File: config.mk
export PLATFORM = sky130hd
export DESIGN_NAME = m8088_bus_arbiter
export DESIGN_NICKNAME = d
export VERILOG_FILES = /design/src/rtl/m8088_bus_pkg.sv /design/src/rtl/m8088_bus_arbiter_rr_pick.sv /design/src/rtl/m8088_bus_arbiter.sv
export SDC_FILE = /design/constraint.sdc
export NUM_CORES = 1
export LEC_CHECK = 0
export BUFFER_PORTS_ARGS = -buffer_cell sky130_fd_sc_hd__buf_2
export CORE_ASPECT_RATIO = 2
export CORE_UTILIZATION = 51
export CTS_BUF_LIST = sky130_fd_sc_hd__clkbuf_4
export DETAILED_ROUTE_END_ITERATION = 16
export PLACE_DENSITY_LB_ADDON = 0.15
export SYNTH_ARGS = -nofsm -noshare
export SYNTH_HDL_FRONTEND = slang
export SYNTH_SLANG_ARGS = --single-unit
export TNS_END_PERCENT = 10
File: constraint.sdc
create_clock -name CORE_CLK -period 3.2 [get_ports CORE_CLK]
set_input_delay 0.64 -clock CORE_CLK [delete_from_list [all_inputs] [get_ports CORE_CLK]]
set_output_delay 0.64 -clock CORE_CLK [all_outputs]
set_load 0.03 [all_outputs]
File: src/rtl/m8088_bus_pkg.sv
// Shared types and defaults for the m8088 external bus arbiter.
package m8088_bus_pkg;

  localparam int DEF_ADDR_W = 20;
  localparam int DEF_DATA_W = 8;

  // Arbiter sequencing: HOLD handshake, strobed access (T1/T2/DONE),
  // continue-or-release decision, then handback to the CPU.
  typedef enum logic [2:0] {
    IDLE,
    HOLD_REQ,
    T1,
    T2,
    DONE,
    NEXT,
    RELEASE
  } state_e;

endpackage

File: src/rtl/m8088_bus_arbiter_rr_pick.sv
// Combinational round-robin picker: the first pending request strictly
// after `last` (wrapping) wins; the last owner itself is checked last.
module rr_pick
  import m8088_bus_pkg::*;
#(
  parameter int NUM_REQ = 2,
  parameter int LW      = 1
) (
  input  logic [NUM_REQ-1:0] req,
  input  logic [LW-1:0]      last,
  output logic [NUM_REQ-1:0] gnt
);

  logic          found;
  logic [LW-1:0] idx;

  // Walk the requesters starting one past the last owner.
  always_comb begin
    gnt   = '0;
    found = 1'b0;
    idx   = '0;
    for (int k = 1; k <= NUM_REQ; k++) begin
      idx = LW'((int'(last) + k) % NUM_REQ);
      if (!found && req[idx]) begin
        gnt[idx] = 1'b1;
        found    = 1'b1;
      end
    end
  end

endmodule

File: src/rtl/m8088_bus_arbiter.sv
// m8088 external bus arbiter: takes the bus from the CPU via HOLD/HOLDA,
// shares it round-robin between secondary masters and runs each access as
// a T1/T2/DONE strobed cycle with READY wait states. All outputs registered.
module m8088_bus_arbiter
  import m8088_bus_pkg::*;
#(
  parameter int NUM_REQ  = 2,
  parameter int ADDR_W   = DEF_ADDR_W,
  parameter int DATA_W   = DEF_DATA_W,
  parameter int MAX_XFER = 16
) (
  input  logic                      CORE_CLK,
  input  logic                      RESET,
  input  logic [NUM_REQ-1:0]        REQ,
  input  logic [NUM_REQ-1:0]        REQ_WE,
  input  logic [NUM_REQ*ADDR_W-1:0] REQ_ADDR,
  input  logic [NUM_REQ*DATA_W-1:0] REQ_WDATA,
  output logic [NUM_REQ-1:0]        GNT,
  output logic [NUM_REQ-1:0]        ACK,
  output logic [DATA_W-1:0]         RDATA,
  output logic                      CPU_HOLD,
  input  logic                      CPU_HOLDA,
  output logic                      BUS_OE,
  output logic [ADDR_W-1:0]         BUS_ADDR,
  output logic [DATA_W-1:0]         BUS_DOUT,
  input  logic [DATA_W-1:0]         BUS_DIN,
  output logic                      BUS_RD_n,
  output logic                      BUS_WR_n,
  input  logic                      BUS_READY
);

  localparam int LW = (NUM_REQ > 1) ? $clog2(NUM_REQ) : 1;
  localparam int CW = $clog2(MAX_XFER + 1);

  state_e              state_q, state_d;
  // last_q is both the round-robin pointer and the current owner index.
  logic [LW-1:0]       last_q, last_d;
  logic [CW-1:0]       cnt_q, cnt_d;
  logic                load;

  logic [NUM_REQ-1:0]  pick;
  logic [LW-1:0]       pick_idx;
  logic                any_req;

  logic [ADDR_W-1:0]   sel_addr;
  logic [DATA_W-1:0]   sel_wdata;
  logic                sel_we;

  logic                we_q;
  logic [ADDR_W-1:0]   addr_q;
  logic [DATA_W-1:0]   dout_q, rdata_q;
  logic [NUM_REQ-1:0]  gnt_q, ack_q;
  logic                hold_q, oe_q, rd_n_q, wr_n_q;
  logic                own_bus_d;

  assign any_req = |REQ;

  rr_pick #(.NUM_REQ(NUM_REQ), .LW(LW)) u_pick (
    .req  (REQ),
    .last (last_q),
    .gnt  (pick)
  );

  // One-hot winner to index.
  always_comb begin
    pick_idx = '0;
    for (int i = 0; i < NUM_REQ; i++)
      if (pick[i]) pick_idx = LW'(i);
  end

  // Mux the request fields of whoever owns the bus next.
  always_comb begin
    sel_addr  = '0;
    sel_wdata = '0;
    sel_we    = 1'b0;
    for (int i = 0; i < NUM_REQ; i++) begin
      if (last_d == LW'(i)) begin
        sel_addr  = REQ_ADDR[i*ADDR_W +: ADDR_W];
        sel_wdata = REQ_WDATA[i*DATA_W +: DATA_W];
        sel_we    = REQ_WE[i];
      end
    end
  end

  // Next-state, owner selection and tenure counter.
  always_comb begin
    state_d = state_q;
    last_d  = last_q;
    load    = 1'b0;
    unique case (state_q)
      IDLE:     if (any_req) state_d = HOLD_REQ;
      HOLD_REQ: begin
        if (!any_req) begin
          state_d = RELEASE;
        end else if (CPU_HOLDA) begin
          state_d = T1;
          last_d  = pick_idx;
          load    = 1'b1;
        end
      end
      T1:       state_d = T2;
      T2:       if (BUS_READY) state_d = DONE;
      DONE:     state_d = NEXT;
      NEXT: begin
        // Losing HOLDA or hitting the tenure cap both force a handback.
        if (!CPU_HOLDA || cnt_q >= CW'(MAX_XFER)) begin
          state_d = RELEASE;
        end else if (REQ[last_q]) begin
          state_d = T1;
          load    = 1'b1;
        end else if (any_req) begin
          state_d = T1;
          last_d  = pick_idx;
          load    = 1'b1;
        end else begin
          state_d = RELEASE;
        end
      end
      RELEASE:  if (!CPU_HOLDA) state_d = IDLE;
      default:  state_d = IDLE;
    endcase

    cnt_d = cnt_q;
    if (state_d == IDLE)
      cnt_d = '0;
    else if (state_q == DONE && cnt_q < CW'(MAX_XFER))
      cnt_d = cnt_q + 1'b1;

    own_bus_d = (state_d == T1) || (state_d == T2) ||
                (state_d == DONE) || (state_d == NEXT);
  end

  // State plus all outputs, registered from the next state.
  always_ff @(posedge CORE_CLK) begin
    if (RESET) begin
      state_q <= IDLE;
      last_q  <= LW'(NUM_REQ - 1);
      cnt_q   <= '0;
      we_q    <= 1'b0;
      addr_q  <= '0;
      dout_q  <= '0;
      rdata_q <= '0;
      gnt_q   <= '0;
      ack_q   <= '0;
      hold_q  <= 1'b0;
      oe_q    <= 1'b0;
      rd_n_q  <= 1'b1;
      wr_n_q  <= 1'b1;
    end else begin
      state_q <= state_d;
      last_q  <= last_d;
      cnt_q   <= cnt_d;
      if (load) begin
        addr_q <= sel_addr;
        dout_q <= sel_wdata;
        we_q   <= sel_we;
      end
      if (state_q == T2 && BUS_READY && !we_q)
        rdata_q <= BUS_DIN;
      gnt_q  <= own_bus_d ? (NUM_REQ'(1) << last_d) : '0;
      ack_q  <= (state_d == DONE) ? (NUM_REQ'(1) << last_q) : '0;
      hold_q <= own_bus_d || (state_d == HOLD_REQ);
      oe_q   <= own_bus_d;
      rd_n_q <= !(state_d == T2 && !we_q);
      wr_n_q <= !(state_d == T2 && we_q);
    end
  end

  assign GNT      = gnt_q;
  assign ACK      = ack_q;
  assign RDATA    = rdata_q;
  assign CPU_HOLD = hold_q;
  assign BUS_OE   = oe_q;
  assign BUS_ADDR = addr_q;
  assign BUS_DOUT = dout_q;
  assign BUS_RD_n = rd_n_q;
  assign BUS_WR_n = wr_n_q;

endmodule

# Word-level counts from Yosys, hierarchy flattened
# Cells that the tools add are included.
# word_totals
register_bits	54
output_inout_bits	44
in_bits	72
elab_cells	101
# classes
muxes	38
eq_ne	11
bitwise	3
shifts	2
n_reduce_logical	24
magnitude_cmp	7
add_sub_neg	3
# op_table
operator	count
$mux 3	8
$mux 1	21
$pmux 3 s7	1
$mux 20	1
$eq 3x3->1 const B	5
$eq 3x2->1 const B	4
$logic_and 1x1->1	8
$mux 8	1
$reduce_or 2->1	4
$eq 3x1->1 const B	2
$logic_not 3->1	2
$lt 1x2->1 const B	3
$add 5x1->5 const B	1
$ge 5x5->1 const B	1
$logic_not 1->1	5
$logic_or 1x1->1	5
$lt 5x5->1 const B	1
$mux 2	2
$pmux 1 s2	2
$shl 1x1->2 const A	2
$add 1x1->1 const B	2
$demux 1 s1	2
$ge 1x1->1 const B	2
$not 1->1	2
$or 2x2->2	1

# Longest topological paths before layout
# depth
word_depth	14
ltp_mapped	7
mapped_depth_nobuf	5

# Cells and area by module
# A second synthesis with hierarchy kept.
# hier_totals
hier_cells	291
hier_area_um2	2508.7
# by_module_without_submodules
module	cells_each	instances	area_each_um2	seq_area_each_um2
m8088_bus_arbiter	288	1	2489.9	1081.0
rr_pick	3	1	18.8	0.0

# Worst setup path after synthesis
# Ideal clock, no wire load.
# synth_timing
kind	input to register
startpoint	in CPU_HOLDA
endpoint	reg we_q
path_slack_ns	1.330
t_required_ns	3.114
n_path_buf	2
t_arrival_ns	1.784
path_stages	7
setup_ns	0.086
cell_sequence	nand3b_1 -> o31a_1 -> o221a_1 -> buf_6 -> buf_12 -> mux2i_1 -> a211oi_1
# synth_between
elab_chain_len	5
word_cells_on_any_way	11
cone_classes	9 x mux; 2 x reduce/logical
# synth_rtl
item	line_no	text
start, declared	m8088_bus_arbiter.sv:22	input logic CPU_HOLDA,
$logic_not 1->1	n/a	
$logic_or 1x1->1	m8088_bus_arbiter.sv:106	if (!CPU_HOLDA || cnt_q >= CW'(MAX_XFER)) begin
$mux 1	m8088_bus_arbiter.sv:106	
$pmux 1 s2	m8088_bus_arbiter.sv:90	unique case (state_q)
$mux 1	m8088_bus_arbiter.sv:77	if (last_d == LW'(i)) begin
end signal, assigned	m8088_bus_arbiter.sv:156	we_q <= sel_we;
end, declared	m8088_bus_arbiter.sv:49	logic we_q;
# Parallel ways exist; a longest one is shown, timed or not.
# A chain may end at the register's enable or synchronous reset.

# Worst setup path after layout
# layout_timing
startpoint	reg state_q[1]
endpoint	reg addr_q[11] (netlist: BUS_ADDR[11])
# layout_between
elab_chain_len	3
word_cells_on_any_way	5
cone_classes	2 x eq/ne; 3 x mux
# layout_rtl
item	line_no	text
start, declared	m8088_bus_arbiter.sv:35	state_e state_q, state_d;
start signal, assigned	m8088_bus_arbiter.sv:150	state_q <= state_d;
$eq 3x3->1 / $eq 3x1->1 (equally long branches)	m8088_bus_arbiter.sv:90	
$pmux 1 s2	m8088_bus_arbiter.sv:90	
$mux 20	m8088_bus_arbiter.sv:77	
end signal, assigned	m8088_bus_arbiter.sv:154	addr_q <= sel_addr;
end, declared	m8088_bus_arbiter.sv:50	logic [ADDR_W-1:0] addr_q;
# Parallel ways exist; a longest one is shown, timed or not.

==> summary.txt <==
Layout
  • Layout cell share with drive strength beyond 1: between 30% and 40%
  • Post-Layout Cell Count: between 400 and 500
  • Antenna Cells: 0
  • Layout Nets: 419
  • Layout area overhead: 25.2%
  • Filler instances: 399

Timing
  • FMAX: 411 MHz
  • Final hold violation count: 0
  • Setup TNS: 0 ps
  • Final worst slack: 764 ps
  • Final Critical Period: 2440 ps
  • Worst Skew: 8.28 ps
  • Slew @ Worst Pin: 967 ps
  • Slew margin rel.: between 30% and 40%
  • Setup Viol. Count Final: 0
  • Unrepaired setup endpoints after global routing: false
  • Final Slew Violations: 0
  • Tcrit/Tclk final: 76.1%

Global routing
  • Met3 usage in global routing: approximately 3.9%
  • GR peak layer: met2
  • GRT Total Usage: 21.9%
  • Initial antenna violation count: 0
  • Pin count of the biggest net entering global routing: 48
  • GR Util met1: 21.2%
  • First-pass GRT wire length: 8.37 mm
  • Met2 Use GR: between 40% and 50%
  • Vias in the first global route: 1,969
  • Total grt overflow: 0

Detailed routing
  • ANT nets after route: 0
  • WL final: 5.12 mm
  • Post-DR wirelength/cell: about 13 um
  • Detailed Routing Iterations Pass 1: 4
  • Routed vias/inst: ~5.1
  • 1st-iter DRT viols: 27
  • DRC viols: 0
  • Vias post-DR: slightly above 2,000

Clocking
  • CTS Buffer Depth: 2
  • CTS clk-pin slew, worst paths: ~160 ps
  • CTS Sinks: 54
  • Post-CTS Setup Inserts: 0
  • Cts bufs inserted: 5
  • Worst skew pair latency: 370 ps
  • Clk root buf: clkbuf_4
  • H-tree lvl count: 2
  • # hold bufs at CTS: 0
  • CTS tree: built
  • Post_cts resized: 0

Yosys
  • Ys async rst share: 0%
  • Syn Inst Count: roughly 240
  • Yosys reg bits: 54
  • Synth Area in Simple Gates: ~15%
  • Synth warn: 0
  • Yosys cell types: 41
  • Top FF cell, synth: dfxtp_1
  • Number of synthesized flops with an enable pin: 0
  • Largest family of logic cells by synthesized area: multiplexers
  • Post-Syn Area: 2380 um2
  • Syn_nets: around 310
  • Multiplexer share of the synthesized area: 16.8%
  • Sequential fraction of the synthesis area: 45.3%
  • Adder-cell area share of the yosys netlist: 0.525%
  • Xor/xnor share of the synthesized area: 1.47%
  • Compound-cell area share of the yosys netlist: 14.2%
  • Synth Area per Inst: just under 10 um2

Place
  • GPL Wtd Cong: 0.906
  • Pre-CTS setup slack: 634 ps
  • Post-DP HPWL: 3.89 mm
  • Port bufs: 115
  • Placed Instances: 393

Setup path
  • Reg-to-Reg End: BUS_ADDR[11]
  • FF-to-FF Start: state_q[1]
  • Worst EP required: 3470 ps
  • Critical Path End Type: flip-flop
  • Crit path launch type: flip-flop
  • Reg2reg setup slack: about 760 ps
  • Crit path DAT: 2710 ps
  • Worst-case reg-to-reg path depth: 5
  • Critical path class: reg2reg
  • CP max FO: 32

Die
  • IO Count: between 100 and 150
  • # rows: 34
  • Chip Height: 98.7 um
  • Initial Utilization: ~54%
  • Core area: approximately 4400 um2
  • Die Wd: 50.4 um
  • Die Area: 4970 um2

Power and ir drop
  • Pleak: 1.48 nW
  • Tot Pwr: 1.59 mW
  • Worst IR drop on VDD: 0.452 mV
  • Pwr dens: approximately 530 nW/um2

Run status
  • Status: complete, no violations

Min path
  • Worst Hold Launch: we_q
  • Hold Path Class: reg2reg
  • Worst hold stages: 1
  • Hold path endpoint: BUS_WR_n

Job
  • Max cap viols: 0
## through the flow
| step | area [um2] | util [%] | hold slack, ps |
|---|---|---|---|
| global placement | 2910 | 65.7 | 439 |
| finish | 2990 | 67.5 | 496 |
| floorplan | 2380 | - | 389 |
| global route | 2990 | 67.5 | 497 |
| detailed placement | 2910 | 65.7 | 451 |
| CTS | 2990 | 67.5 | 492 |
## layer usage
| layer | up-vias | part of all wire, % |
|---|---|---|
| li1 | 1062 | - |
| met1 | 902 | 37 |
| met2 | 72 | 56 |
| met3 | 9 | 4.7 |
| met4 | 0 | 2.2 |
| met5 | - | 0 |
## critical path, cell delays in order (launching register included)
cell and delay (ps):
dfxtp_1 640, nand3b_1 220, o31a_1 140, o221a_2 840
mux2i_1 170, a211oi_1 320
## report_power, final
part	total, mW	switching (mW)	internal, mW	leakage, nW
registers	0.759	0.0346	0.724	0.440
clock network	0.380	0.215	0.165	0.0432
logic	0.449	0.264	0.186	0.994
total	1.59	0.513	1.08	1.48
## cells in the final DEF (no fill, tap or decap), types with 2 or more instances in the layout
cell type  synthesis  final
inv_1              3      3
or2_1              2      2
clkbuf_4           0      5
dfxtp_1           54     54
a211oi_1          30     30
mux2i_1           39     39
xor2_1             3      3
nand2_1            5      5
buf_4              1      3
buf_2              6    115
a21oi_1            5      5
nor2_1            49     49
nand3b_1           4      4
## cells in the mapped netlist (2+ instances only)
| master | count | area [um2] |
|---|---|---|
| nor2_1 | 49 | 184 |
| buf_12 | 3 | 60.1 |
| nor3b_1 | 2 | 15.0 |
| inv_1 | 3 | 11.3 |
| dfxtp_1 | 54 | 1080 |
| clkbuf_1 | 8 | 30.0 |
| mux2i_1 | 39 | 390 |
| nand3b_1 | 4 | 30.0 |
| buf_2 | 6 | 30.0 |
| or2_1 | 2 | 12.5 |
| a21oi_1 | 5 | 25.0 |
| a211oi_1 | 30 | 225 |
| buf_6 | 2 | 22.5 |
| xor2_1 | 3 | 26.3 |
| nand2_1 | 5 | 18.8 |
## final cells by class
class / instances / area, um2 / share of cell area, %
clock inverter: 3 / 42.5 / 1.42
timing repair buffer: 118 / 598 / 20.0
sequential: 54 / 1080 / 36.2
clock buffer: 5 / 37.5 / 1.26
tap: 54 / 67.6 / 2.26
multi-input combinational: 164 / 1150 / 38.5
inverter: 3 / 11.3 / 0.377
## cell families after synthesis
logic type,after synthesis
xor gates and xnor gates,4
AOI/OAI and AO/OA,45
muxes,40
buffers and inverters,23
adders and majority gates,1
DFF,54
and+or+nand+nor,74
## flip-flops by register name, indices dropped and copies added, names as in the netlist, 2 cells and up
name,count
state_q,3
ACK,2
cnt_q,5
RDATA,8
BUS_DOUT,8
GNT,2
BUS_ADDR,20
## how the worst max path moves through the flow
stage / from / endpoint / cells after the start
final: state_q[1] / BUS_ADDR[11] / 5
after global routing: state_q[1] / BUS_ADDR[15] / 5
after CTS: state_q[1] / BUS_ADDR[11] / 5
after detailed placement: CPU_HOLDA / BUS_ADDR[19] / 6
after global placement: CPU_HOLDA / BUS_ADDR[8] / 6
after floorplan: CPU_HOLDA / we_q / 7
(Power assumes the default switching activity.)
